===== config.mk =====
export PLATFORM = sky130hd
export DESIGN_NAME = dallanma_cozumleyici
export DESIGN_NICKNAME = d
export VERILOG_FILES = /design/src/rtl/dallanma_cozumleyici.sv
export SDC_FILE = /design/constraint.sdc
export NUM_CORES = 1
export LEC_CHECK = 0
export CORE_ASPECT_RATIO = 1.5
export CORE_MARGIN = 8
export CORE_UTILIZATION = 35
export CTS_CLUSTER_DIAMETER = 30
export DETAILED_ROUTE_END_ITERATION = 16
export SLEW_MARGIN = 20
export SYNTH_ARGS = -nofsm -noshare
export SYNTH_HDL_FRONTEND = slang
export SYNTH_SLANG_ARGS = --single-unit

===== constraint.sdc =====
create_clock -name clk_g -period 20.6 [get_ports clk_g]
set_input_delay 4.12 -clock clk_g [delete_from_list [all_inputs] [get_ports clk_g]]
set_output_delay 4.12 -clock clk_g [all_outputs]
set_load 0.1 [all_outputs]

===== src/rtl/dallanma_cozumleyici.sv =====
// Branch resolution unit: queues fetch-time predictions, pairs them in order with execute
// results, drives predictor updates and issues redirect/flush on a misprediction.
module dallanma_cozumleyici #(
    parameter int unsigned DERINLIK  = 4,
    parameter int unsigned ADRES_BIT = 32
) (
    input  logic                 clk_g,
    input  logic                 rst_g,
    input  logic                 i_kaydet,
    input  logic [ADRES_BIT-1:0] i_buyruk_adresi,
    input  logic [ADRES_BIT-1:0] i_buyruk,
    input  logic                 i_buyruk_ongoru,
    input  logic [ADRES_BIT-1:0] i_ongoru_adres,
    input  logic                 i_is_comp,
    input  logic                 i_coz_gecerli,
    input  logic                 i_gercek_atladi,
    input  logic [ADRES_BIT-1:0] i_gercek_adres,
    output logic                 o_dolu,
    output logic                 o_bos,
    output logic                 o_guncelle_gecerli,
    output logic [ADRES_BIT-1:0] o_eski_buyruk,
    output logic [ADRES_BIT-1:0] o_eski_buyruk_adresi,
    output logic                 o_buyruk_atladi,
    output logic [ADRES_BIT-1:0] o_atlanan_adres,
    output logic                 o_ongoru_yanlis,
    output logic                 o_yonlendir,
    output logic [ADRES_BIT-1:0] o_yonlendir_adres,
    output logic                 o_hata
);

    localparam int unsigned PW = $clog2(DERINLIK);
    localparam int unsigned CW = PW + 1;

    logic [ADRES_BIT-1:0] pc_mem    [DERINLIK];
    logic [ADRES_BIT-1:0] buyruk_mem[DERINLIK];
    logic [ADRES_BIT-1:0] hedef_mem [DERINLIK];
    logic                 ongoru_mem[DERINLIK];
    logic                 comp_mem  [DERINLIK];

    logic [PW-1:0] rd_q, rd_d, wr_q, wr_d;
    logic [CW-1:0] count_q, count_d;

    logic                 pop, push, yanlis, flush;
    logic [ADRES_BIT-1:0] h_pc, h_buyruk, h_hedef, fall, dogru_adres;
    logic                 h_ongoru, h_comp;

    assign o_dolu = (count_q == CW'(DERINLIK));
    assign o_bos  = (count_q == '0);

    assign h_pc     = pc_mem[rd_q];
    assign h_buyruk = buyruk_mem[rd_q];
    assign h_hedef  = hedef_mem[rd_q];
    assign h_ongoru = ongoru_mem[rd_q];
    assign h_comp   = comp_mem[rd_q];

    assign pop  = i_coz_gecerli & ~o_bos;
    assign fall = h_pc + (h_comp ? ADRES_BIT'(2) : ADRES_BIT'(4));
    assign yanlis = (h_ongoru != i_gercek_atladi)
                  | (h_ongoru & i_gercek_atladi & (h_hedef != i_gercek_adres));
    assign flush = pop & yanlis;
    // A push alongside a mispredicting resolve is younger than the bad branch: drop it.
    assign push  = i_kaydet & (~o_dolu | pop) & ~flush;
    assign dogru_adres = i_gercek_atladi ? i_gercek_adres : fall;

    always_comb begin
        rd_d    = rd_q + PW'(pop);
        wr_d    = wr_q + PW'(push);
        count_d = count_q + CW'(push) - CW'(pop);
        if (flush) begin
            rd_d    = '0;
            wr_d    = '0;
            count_d = '0;
        end
    end

    always_ff @(posedge clk_g) begin
        if (push) begin
            pc_mem[wr_q]     <= i_buyruk_adresi;
            buyruk_mem[wr_q] <= i_buyruk;
            hedef_mem[wr_q]  <= i_ongoru_adres;
            ongoru_mem[wr_q] <= i_buyruk_ongoru;
            comp_mem[wr_q]   <= i_is_comp;
        end
    end

    always_ff @(posedge clk_g) begin
        if (rst_g) begin
            rd_q                 <= '0;
            wr_q                 <= '0;
            count_q              <= '0;
            o_guncelle_gecerli   <= 1'b0;
            o_eski_buyruk        <= '0;
            o_eski_buyruk_adresi <= '0;
            o_buyruk_atladi      <= 1'b0;
            o_atlanan_adres      <= '0;
            o_ongoru_yanlis      <= 1'b0;
            o_yonlendir          <= 1'b0;
            o_yonlendir_adres    <= '0;
            o_hata               <= 1'b0;
        end else begin
            rd_q               <= rd_d;
            wr_q               <= wr_d;
            count_q            <= count_d;
            o_guncelle_gecerli <= pop;
            o_yonlendir        <= flush;
            if (pop) begin
                o_eski_buyruk        <= h_buyruk;
                o_eski_buyruk_adresi <= h_pc;
                o_buyruk_atladi      <= i_gercek_atladi;
                o_atlanan_adres      <= dogru_adres;
                o_ongoru_yanlis      <= yanlis;
                o_yonlendir_adres    <= dogru_adres;
            end
            if (i_coz_gecerli & o_bos) begin
                o_hata <= 1'b1;
            end
        end
    end

endmodule


==> out/qor.tcl, run 1 <==
set qor(die-area_sq_mm) 0.0635
set qor(cts-htree-levels) 3
set qor(initial_core_util_pct) 35.2
set qor(timing.rr.start) {rd_q[0]}
set qor(path_delay_family) {buffers and inverters}
set qor(path_buf_inv) 3
set qor(first_global_vias) 12008
set qor(place_inst) 2088
set qor(clockBufferDepth) 3
set qor(all_layer_global_routing_usage_pct) 16.9
set qor(timing.rr.end) {pc_mem[0][12]}
set qor(synth_flop_type) {sky130_fd_sc_hd__edfxtp_1}
set qor(crit_chain) {clkdlybuf4s50_1, xnor2_1, nand4_1, nor4_1, a21boi_1, o21ai_2, nor4b_2, buf_4, buf_4}
set qor(insertion_delay_ns) 0.61
set qor(area.sequential_sq_mm) 0.0139
set qor(postSynthCellCount) 1195
set qor(cts_tree) {done}
set qor(async_flop_share_pct) 0
set qor(cts.sinks) 500
set qor(synth.top_cell.area_share_pct) 60.5
set qor(postSynthNetCount) 1339
set qor(fin_skew_ns) 0.0287
set qor(routed_wl_um) 54600
set qor(synth_edf_count) 392
set qor(worst_ep_arrival_time_ns) 7.99
set qor(wire_length_of_the_first_global_routing_pass_um) 80200
set qor(r2r_cells) 10
set qor(cap_violations) 0
set qor(grt_antenna_before_repair) 9
set qor(yosys_warnings) 0
set qor(powerDensity_mw_per_mm2) 159
set qor(finalNetCount) 1616
set qor(port-buffer-count) 269
set qor(cts.reportedPaths.clkPinSlew_ns) 0.05
set qor(cp.depth) 9
set qor(place_hpwl_um) 37000
set qor(syn2layout_area_growth_pct) 31.5
set qor(antenna_left) 0
set qor(timing.critical_path.slowest_cell_delay_ns) 0.78
set qor(critPathLaunch) {i_gercek_adres[2]}
set qor(syn_area_sq_mm) 0.0195
set qor(critical_path.most_common_cell) {sky130_fd_sc_hd__buf_4}
set qor(cts_root_buf) {sky130_fd_sc_hd__clkbuf_16}
set qor(hold-worst-slack_ns) 0.454
set qor(timing.slew.headroom_pct) 22.7
set qor(run_status) {finished, final reports clean}
set qor(hold_path.class) {reg -> reg}
set qor(layout.filler_cells) 4787
set qor(min_delay_worst_endpoint) {o_eski_buyruk[1]}
set qor(synth_top_cell_by_area) {sky130_fd_sc_hd__edfxtp_1}
set qor(start_kind) {primary input}
set qor(num_vias) 11467
set qor(layout_min_cycle_time_ns) 7.78
set qor(synth-seq-area-share_pct) 71.6
set qor(finalWeightedCongestion) 0.836
set qor(synth_seq_cells) 500
set qor(leak_nw) 8.34
set qor(hold_critical_path_depth) 2
set qor(post_layout_nonfiller_instances) 2247
set qor(syn-mean-instance-area_sq_um) 16.3
set qor(timing.critical_path.fanout_max) 54
set qor(finalSetupViolations) 0
set qor(worst_tran_pin_value_ns) 1.16
set qor(core_area_sq_mm) 0.0553
set qor(yosys-top-cells-area) {sky130_fd_sc_hd__edfxtp_1, sky130_fd_sc_hd__dfxtp_1, sky130_fd_sc_hd__mux4_2}
set qor(drcViolationCount) 0
set qor(die_h_um) 305
set qor(die-width_um) 208
set qor(design.portCount) 270
set qor(period_utilization_post_route_pct) 37.8
set qor(hold_viol_final) 0
set qor(viasPerCell) 5.10
set qor(cts.hold.buffers_added) 0
set qor(global_route.overflow_total) 0
set qor(detail_route.iter0.violations) 755
set qor(tritoncts.num_buffers) 84
set qor(critical-path-slowest-cell) {sky130_fd_sc_hd__buf_4}
set qor(setup.worst_path.end_class) {register}
set qor(ff2ff_setup_slack_ns) 14.68
set qor(post-cts-setup-buffer-count) 0
set qor(area_taken_by_multi_input_logic_gates_sq_mm) 0.00495
set qor(synth.lib_cells_used.distinct) 44
set qor(detail_route.wl_per_cell_um) 24.3
set qor(core.rowCount) 106
set qor(vdd.ir_drop.worst_uv) 65.1
set qor(fin_tns_setup_ns) 0
set qor(setup_repair_after_global_routing_missed_its_margin) {no}
set qor(firstDrtPassIters) 5
set qor(slew_viol_final) 0
set qor(cp_data_required_time_ns) 20.81
set qor(criticalPathCategory) {in -> reg}
set qor(post_route_cells_drive_above_1_share_pct) 17.7
set qor(achievable-frequency_mhz) 128
set qor(grt_start_max_net_pins) 88
set qor(cts_repair_resize_count) 0
set qor(worstHoldStart) {o_eski_buyruk[1]}
[per-stage QoR]
step | cell area, sq um | total power [mW] | worst slack (ns) | util [%]
2_1_floorplan | 19500 | 2.34 | 4.75 | -
3_3_place_gp | 22600 | 2.67 | 12.22 | 40.9
5_1_grt | 25600 | 4.22 | 12.55 | 46.3
6_report | 25600 | 4.07 | 12.82 | 46.3
4_1_cts | 25600 | 4.12 | 12.79 | 46.3
3_5_place_dp | 22600 | 2.68 | 12.19 | 40.9
[cells in the mapped netlist (3+ instances only)]
cell type / n
sky130_fd_sc_hd__clkbuf_1: 35
sky130_fd_sc_hd__xor2_1: 15
sky130_fd_sc_hd__nand3_1: 18
sky130_fd_sc_hd__nand2_1: 189
sky130_fd_sc_hd__dfxtp_1: 108
sky130_fd_sc_hd__a21oi_1: 77
sky130_fd_sc_hd__edfxtp_1: 392
sky130_fd_sc_hd__buf_4: 33
sky130_fd_sc_hd__and3_1: 9
sky130_fd_sc_hd__a31oi_1: 18
sky130_fd_sc_hd__mux4_1: 8
sky130_fd_sc_hd__nand4_1: 17
sky130_fd_sc_hd__xnor2_1: 50
sky130_fd_sc_hd__mux4_2: 90
sky130_fd_sc_hd__mux2i_1: 3
sky130_fd_sc_hd__buf_2: 12
sky130_fd_sc_hd__a211oi_1: 5
sky130_fd_sc_hd__buf_1: 8
sky130_fd_sc_hd__nor4b_1: 3
sky130_fd_sc_hd__nor2_1: 17
sky130_fd_sc_hd__o21ai_0: 23
sky130_fd_sc_hd__nor4_1: 4
sky130_fd_sc_hd__inv_1: 9
sky130_fd_sc_hd__buf_6: 6
sky130_fd_sc_hd__nor3_1: 18
sky130_fd_sc_hd__ha_1: 7
[sequential cells by signal (all words and copies together), names as in the netlist, 3 cells and up]
signal	count
pc_mem	128
hedef_mem	128
o_yonlendir_adres	32
comp_mem	4
count_q	3
buyruk_mem	128
o_eski_buyruk	32
o_eski_buyruk_adresi	32
ongoru_mem	4
[routing by layer]
metal  share of wire [%]  up-vias  global-route usage, %
li1                    -     5118                      -
met1                  40     5826                   20.2
met2                  51      439                   29.9
met3                 6.7       80                   4.26
met4                 1.9        4                   4.58
met5               0.042        -                      0
[power by group]
part | switching [mW] | internal [mW]
logic | 0.927 | 0.372
registers | 0.0740 | 1.27
clock network | 0.536 | 0.890
total | 1.54 | 2.53
[cell families (layout without fill, tap and decap cells)]
kind of cell    count (synthesis)  after routing  synth area share [%]
other cells                     0              1                     0
fa+ha+maj                       9              9                 0.656
buf+inv                       106            455                  3.07
xor+xnor                       65             65                  2.93
compound gates                127            127                  3.50
flops                         500            500                  71.6
mux                           101            101                  11.7
simple gates                  287            287                  6.55
[how the worst max path moves through the flow]
stage	to	slack, ns
after CTS	hedef_mem[0][28]	12.79
after global placement	hedef_mem[0][11]	12.22
final	pc_mem[0][12]	12.82
after global routing	hedef_mem[1][28]	12.55
after floorplan	buyruk_mem[0][0]	4.75
after detailed placement	buyruk_mem[1][28]	12.19
[layout by cell type, fill, tap and decap left out, types with 2 or more instances in the layout]
cell / netlist / layout
sky130_fd_sc_hd__dfxtp_1: 108 / 106
sky130_fd_sc_hd__buf_4: 33 / 18
sky130_fd_sc_hd__clkbuf_1: 35 / 4
sky130_fd_sc_hd__inv_8: 0 / 11
sky130_fd_sc_hd__clkbuf_16: 0 / 85
sky130_fd_sc_hd__a21oi_1: 77 / 77
sky130_fd_sc_hd__mux4_2: 90 / 90
sky130_fd_sc_hd__nand4_1: 17 / 17
sky130_fd_sc_hd__inv_1: 9 / 9
sky130_fd_sc_hd__xnor2_1: 50 / 50
sky130_fd_sc_hd__clkinvlp_4: 0 / 11
sky130_fd_sc_hd__nand3_1: 18 / 18
sky130_fd_sc_hd__a211oi_1: 5 / 5
sky130_fd_sc_hd__nand3b_1: 2 / 2
sky130_fd_sc_hd__clkinv_2: 0 / 8
sky130_fd_sc_hd__xor2_1: 15 / 15
sky130_fd_sc_hd__and3_1: 9 / 9
sky130_fd_sc_hd__nor4b_2: 0 / 3
sky130_fd_sc_hd__nand2_1: 189 / 189
sky130_fd_sc_hd__a31oi_1: 18 / 18
sky130_fd_sc_hd__clkdlybuf4s50_1: 0 / 267
sky130_fd_sc_hd__dfxtp_4: 0 / 2
sky130_fd_sc_hd__bufinv_16: 0 / 8
sky130_fd_sc_hd__o21ai_0: 23 / 23
sky130_fd_sc_hd__mux2i_1: 3 / 3
sky130_fd_sc_hd__clkinv_8: 0 / 6
sky130_fd_sc_hd__fa_1: 2 / 2
sky130_fd_sc_hd__mux4_1: 8 / 8
sky130_fd_sc_hd__inv_6: 0 / 14
sky130_fd_sc_hd__nor2_1: 17 / 17
sky130_fd_sc_hd__nor4_1: 4 / 4
sky130_fd_sc_hd__ha_1: 7 / 7
sky130_fd_sc_hd__clkinv_4: 0 / 9
sky130_fd_sc_hd__edfxtp_1: 392 / 392
sky130_fd_sc_hd__nor3_1: 18 / 18
[tightest hold or removal path, stage by stage (launching register included)]
cell,delay (ns)
sky130_fd_sc_hd__dfxtp_1,0.30
sky130_fd_sc_hd__nand2_1,0.05
sky130_fd_sc_hd__a21oi_1,0.05
[cell type report]
class,count,area share (%)
flip-flops and latches,500,54.5
multi-input cells,589,19.3
repair buffers,286,11.0
clock buffers,90,8.43
well taps,702,3.43
clock inverters,68,3.15
inverters,11,0.171
diodes,1,0.00978
Power figures use the tool's default switching activity.
==> inputs of run 2 (changes only) <==
==> constraint.sdc (replaced) <==
create_clock -name clk_g -period 6.5 [get_ports clk_g]
set_input_delay 1.3 -clock clk_g [delete_from_list [all_inputs] [get_ports clk_g]]
set_output_delay 1.3 -clock clk_g [all_outputs]
set_load 0.1 [all_outputs]
==> out/qor.tcl, run 2 (same netlist as run 1, synthesis figures left out) <==
set qor(worst_ep_arrival_time_ns) 5.02
set qor(achievable-frequency_mhz) 219
set qor(firstDrtPassIters) 5
set qor(cts_root_buf) {sky130_fd_sc_hd__clkbuf_16}
set qor(timing.critical_path.fanout_max) 52
set qor(cts_tree) {done}
set qor(area_taken_by_multi_input_logic_gates_sq_mm) 0.00498
set qor(post-route-worst-setup-slack_ns) 1.93
set qor(criticalPathCategory) {reg -> reg}
set qor(antenna_left) 0
set qor(timing.critical_path.slowest_cell_delay_ns) 0.91
set qor(worst_tran_pin_value_ns) 1.10
set qor(fin_tns_setup_ns) 0
set qor(port-buffer-count) 269
set qor(layout_min_cycle_time_ns) 4.57
set qor(detailedPlace.worstSlack_ns) 1.74
set qor(crit_chain) {buf_4, mux4_2, xnor2_1, nand4_1, nor4_1, a21boi_1, o21ai_2, nand3_1, ha_1, inv_1, ha_1, inv_1, fa_1, xnor2_1, xnor2_1, and3_1}
set qor(grt_antenna_before_repair) 14
set qor(cts-htree-levels) 3
set qor(design.portCount) 270
set qor(all_layer_global_routing_usage_pct) 16.3
set qor(timing.rr.end) {count_q[2]}
set qor(min_delay_worst_endpoint) {o_eski_buyruk_adresi[6]}
set qor(num_vias) 11196
set qor(insertion_delay_ns) 0.61
set qor(fin_skew_ns) 0.0410
set qor(critical-path-slowest-cell) {sky130_fd_sc_hd__dfxtp_4}
set qor(drcViolationCount) 0
set qor(global_route.overflow_total) 0
set qor(finalNetCount) 1612
set qor(place_hpwl_um) 34200
set qor(detail_route.iter0.violations) 536
set qor(hold_path.class) {reg -> reg}
set qor(hold-worst-slack_ns) 0.452
set qor(cts.reportedPaths.clkPinSlew_ns) 0.05
set qor(finalWeightedCongestion) 0.820
set qor(reg_top3) {buyruk_mem (128), hedef_mem (128), pc_mem (128)}
set qor(cts_repair_resize_count) 0
set qor(tritoncts.num_buffers) 80
set qor(final_design_area_no_fill_sq_mm) 0.0255
set qor(die-area_sq_mm) 0.0635
set qor(most_common_cell_after_layout_fill_and_taps_aside) {sky130_fd_sc_hd__edfxtp_1}
set qor(layout.filler_cells) 4809
set qor(post-cts-setup-buffer-count) 0
set qor(slew_viol_final) 0
set qor(post_route_cells_drive_above_1_share_pct) 17.1
set qor(routed_wl_um) 52200
set qor(worstHoldStart) {o_eski_buyruk_adresi[6]}
set qor(r2r_cells) 16
set qor(die-width_um) 208
set qor(core.rowCount) 106
set qor(most-common-layout-cells) {sky130_fd_sc_hd__edfxtp_1, sky130_fd_sc_hd__clkdlybuf4s50_1, sky130_fd_sc_hd__nand2_1}
set qor(leak_nw) 8.31
set qor(start_kind) {register}
set qor(critical_path.most_common_cell) {sky130_fd_sc_hd__xnor2_1}
set qor(timing.rr.start) {rd_q[1]}
set qor(hold_viol_final) 0
set qor(powerDensity_mw_per_mm2) 496
set qor(initial_core_util_pct) 35.2
set qor(detail_route.wl_per_cell_um) 23.2
set qor(viasPerCell) 4.98
set qor(hold_critical_path_depth) 2
set qor(die_h_um) 305
set qor(wire_length_of_the_first_global_routing_pass_um) 77200
set qor(cap_violations) 0
set qor(cts.sinks) 500
set qor(post_place_cell_area_sq_mm) 0.0227
set qor(timing.slew.headroom_pct) 26.3
set qor(area.sequential_sq_mm) 0.0139
set qor(setup.worst_path.end_class) {register}
set qor(grt_start_max_net_pins) 80
set qor(period_utilization_post_route_pct) 70.3
set qor(cp_data_required_time_ns) 6.96
set qor(cts.hold.buffers_added) 0
set qor(finalSetupViolations) 0
set qor(vdd.ir_drop.worst_uv) 302
set qor(run_status) {finished, final reports clean}
set qor(clockBufferDepth) 3
set qor(first_global_vias) 11965
set qor(ff2ff_setup_slack_ns) 1.93
set qor(syn2layout_area_growth_pct) 31.3
set qor(setup_repair_after_global_routing_missed_its_margin) {no}
set qor(core_area_sq_mm) 0.0553
==> run 2: how the worst max path moves through the flow <==
stage | startpoint | end | slack [ns] | cells after the start
after floorplan | rd_q[0] | buyruk_mem[3][0] | 0.23 | 10
after global placement | i_gercek_adres[3] | count_q[2] | 1.77 | 15
after detailed placement | i_gercek_adres[0] | count_q[2] | 1.74 | 15
after CTS | rd_q[1] | count_q[2] | 1.87 | 16
after global routing | rd_q[1] | count_q[2] | 1.59 | 16
final | rd_q[1] | count_q[2] | 1.93 | 16
==> run 2: final cells by class <==
class	count	area share [%]
sequential	500	54.6
clock inverter	58	2.48
multi-input combinational	589	19.5
antenna	9	0.0882
tap	702	3.44
inverter	11	0.171
clock buffer	92	8.55
timing repair buffer	286	11.2
==> run 2: per-layer routing <==
layer	global-route usage [%]	wire length [um]
met5	0	43
met3	4.46	3370
met1	18.5	20300
met2	28.1	26700
met4	7.61	1770
==> run 2: per-stage QoR <==
stage | instances | power [mW] | utilization [%]
2_1_floorplan | 1195 | 7.34 | -
3_3_place_gp | 2088 | 8.44 | 41.1
3_5_place_dp | 2088 | 8.48 | 41.1
4_1_cts | 2238 | 12.9 | 46.1
5_1_grt | 2243 | 13.2 | 46.2
6_report | 2247 | 12.7 | 46.2
==> run 2: report_power, final <==
| part | internal (mW) | switching (mW) | leakage [nW] |
|---|---|---|---|
| combinational | 1.20 | 2.85 | 2.48 |
| clock | 2.76 | 1.59 | 1.37 |
| sequential | 4.01 | 0.257 | 4.47 |
==> run 2: critical path: cells and delay by family, from the launching register on <==
kind,cells,cell delay [ns]
multiplexers,1,0.35
buffers and inverters,3,0.52
AO/OA/AOI/OAI,2,0.53
adder cells (fa/ha/maj),3,0.79
AND/OR/NAND/NOR,4,0.86
XOR/XNOR,3,0.45
flip-flops,1,0.91
==> inputs of run 3 (changes only) <==
==> constraint.sdc (replaced) <==
create_clock -name clk_g -period 4.8 [get_ports clk_g]
set_input_delay 0.96 -clock clk_g [delete_from_list [all_inputs] [get_ports clk_g]]
set_output_delay 0.96 -clock clk_g [all_outputs]
set_load 0.1 [all_outputs]
==> out/qor.tcl, run 3 (same netlist as run 1, synthesis figures left out) <==
set qor(run_status) {finished, final reports clean}
set qor(all_layer_global_routing_usage_pct) 16.7
set qor(cts.sinks) 500
set qor(vdd.ir_drop.worst_uv) 387
set qor(start_kind) {register}
set qor(die-area_sq_mm) 0.0635
set qor(reg_top3) {buyruk_mem (128), hedef_mem (128), pc_mem (128)}
set qor(hold_path.class) {reg -> reg}
set qor(routed_wl_um) 53500
set qor(hold_viol_final) 0
set qor(achievable-frequency_mhz) 235
set qor(antenna_left) 0
set qor(cp_data_required_time_ns) 5.28
set qor(setup_repair_after_global_routing_missed_its_margin) {no}
set qor(worstHoldStart) {o_eski_buyruk[18]}
set qor(syn2layout_area_growth_pct) 32.1
set qor(switchingPower_mw) 6.46
set qor(p_comb_share_pct) 32.5
set qor(p_sw_share_pct) 37.3
set qor(detail_route.iter0.violations) 551
set qor(worst_tran_pin_value_ns) 1.08
set qor(timing.critical_path.fanout_max) 20
set qor(post-cts-setup-buffer-count) 0
set qor(place_hpwl_um) 35900
set qor(clockBufferDepth) 3
set qor(grt_start_max_net_pins) 79
set qor(critical-path-slowest-cell) {sky130_fd_sc_hd__dfxtp_4}
set qor(global_route.overflow_total) 0
set qor(period_utilization_post_route_pct) 88.7
set qor(wire_length_of_the_first_global_routing_pass_um) 79100
set qor(timing.slew.headroom_pct) 27.6
set qor(port-buffer-count) 269
set qor(area.sequential_sq_mm) 0.0139
set qor(finalWeightedCongestion) 0.794
set qor(clock_share_of_power_pct) 34.4
set qor(drcViolationCount) 0
set qor(leak_nw) 8.39
set qor(utilization_pct) 46.5
set qor(timing.rr.end) {count_q[2]}
set qor(grt_antenna_before_repair) 11
set qor(fin_skew_ns) 0.0275
set qor(setup.worst_path.end_class) {register}
set qor(layout_min_cycle_time_ns) 4.26
set qor(fin_tns_setup_ns) 0
set qor(finalNetCount) 1621
set qor(core.rowCount) 106
set qor(criticalPathCategory) {reg -> reg}
set qor(detail_route.wl_per_cell_um) 23.7
set qor(insertion_delay_ns) 0.61
set qor(post_route_cells_drive_above_1_share_pct) 17.9
set qor(die_h_um) 305
set qor(r2r_cells) 16
set qor(internal_power_mw) 10.9
set qor(core_area_sq_mm) 0.0553
set qor(critical_path.most_common_cell) {sky130_fd_sc_hd__xnor2_1}
set qor(crit_chain) {buf_12, mux4_2, xnor2_1, nand4_1, nor4_1, a21boi_1, o21ai_2, nand3_1, ha_1, inv_1, ha_1, inv_1, fa_1, xnor2_1, xnor2_1, and3_1}
set qor(cts_repair_resize_count) 0
set qor(cts_tree) {done}
set qor(timing.rr.start) {rd_q[0]}
set qor(initial_core_util_pct) 35.2
set qor(tritoncts.num_buffers) 81
set qor(cap_violations) 0
set qor(viasPerCell) 5.08
set qor(num_vias) 11453
set qor(die-width_um) 208
set qor(design.portCount) 270
set qor(cts_root_buf) {sky130_fd_sc_hd__clkbuf_16}
set qor(finalSetupViolations) 0
set qor(worst_ep_arrival_time_ns) 4.74
set qor(post-layout-total-power_mw) 17.3
set qor(min_delay_worst_endpoint) {o_eski_buyruk[18]}
set qor(layout.filler_cells) 4810
set qor(cts-htree-levels) 3
set qor(slew_viol_final) 0
set qor(powerDensity_mw_per_mm2) 675
set qor(ff2ff_setup_slack_ns) 0.54
set qor(most-common-layout-cells) {sky130_fd_sc_hd__edfxtp_1, sky130_fd_sc_hd__clkdlybuf4s50_1, sky130_fd_sc_hd__nand2_1}
set qor(timing.critical_path.slowest_cell_delay_ns) 0.60
set qor(seq_power_share_pct) 33.1
set qor(firstDrtPassIters) 5
set qor(hold_critical_path_depth) 2
set qor(cts.hold.buffers_added) 0
set qor(most_common_cell_after_layout_fill_and_taps_aside) {sky130_fd_sc_hd__edfxtp_1}
set qor(cts.reportedPaths.clkPinSlew_ns) 0.05
set qor(first_global_vias) 12074
set qor(area_taken_by_multi_input_logic_gates_sq_mm) 0.00499
[run 3: how the worst max path moves through the flow]
stage | startpoint | end | slack (ns) | cells after the start
CTS | rd_q[0] | count_q[2] | 0.47 | 16
floorplan | rd_q[0] | buyruk_mem[3][0] | -1.0 | 11
global route | rd_q[0] | count_q[2] | 0.28 | 16
finish | rd_q[0] | count_q[2] | 0.54 | 16
global placement | i_gercek_adres[13] | count_q[2] | 0.55 | 15
detailed placement | i_gercek_adres[13] | count_q[2] | 0.51 | 15
[run 3: metal layers]
layer  GRT usage [%]  up-vias  share of wire [%]
met1            18.8     5806                 38
met3            4.25      114                6.1
li1                -     5147                  -
met4            8.75        8                4.2
met2            29.1      378                 51
met5               0        -              0.093
[run 3: stage by stage]
stage	instances	setup WS, ns	area (sq um)	hold slack (ns)
after floorplan	1195	-0.996	19600	0.598
after global placement	2096	0.552	22800	0.444
after detailed placement	2096	0.511	22800	0.448
after CTS	2248	0.472	25700	0.455
after global routing	2249	0.277	25700	0.473
final	2253	0.540	25700	0.453
[run 3: power groups by stage]
stage | clock (mW) | sequential, mW | combinational, mW
6_report | 5.96 | 5.74 | 5.64
5_1_grt | 6.26 | 5.81 | 5.95
4_1_cts | 6.09 | 5.75 | 5.75
3_5_place_dp | 0 | 5.83 | 5.74
3_3_place_gp | 0 | 5.79 | 5.71
2_1_floorplan | 0 | 7.19 | 2.80
[run 3: layout make-up]
class / count / area share, %
Multi-Input combinational cell: 589 / 19.4
Timing Repair Buffer: 294 / 11.6
Inverter: 11 / 0.170
Antenna cell: 5 / 0.0487
Clock buffer: 92 / 8.45
Tap cell: 702 / 3.42
Sequential cell: 500 / 54.3
Clock inverter: 60 / 2.63
[run 3: critical path, delay by kind of cell, from the launching register on]
kind | cells | cell delay (ns)
AND/OR/NAND/NOR | 4 | 0.86
adder cells (fa/ha/maj) | 3 | 0.78
XOR/XNOR | 3 | 0.66
flip-flops | 1 | 0.60
multiplexers | 1 | 0.55
buffers and inverters | 3 | 0.35
AO/OA/AOI/OAI | 2 | 0.32
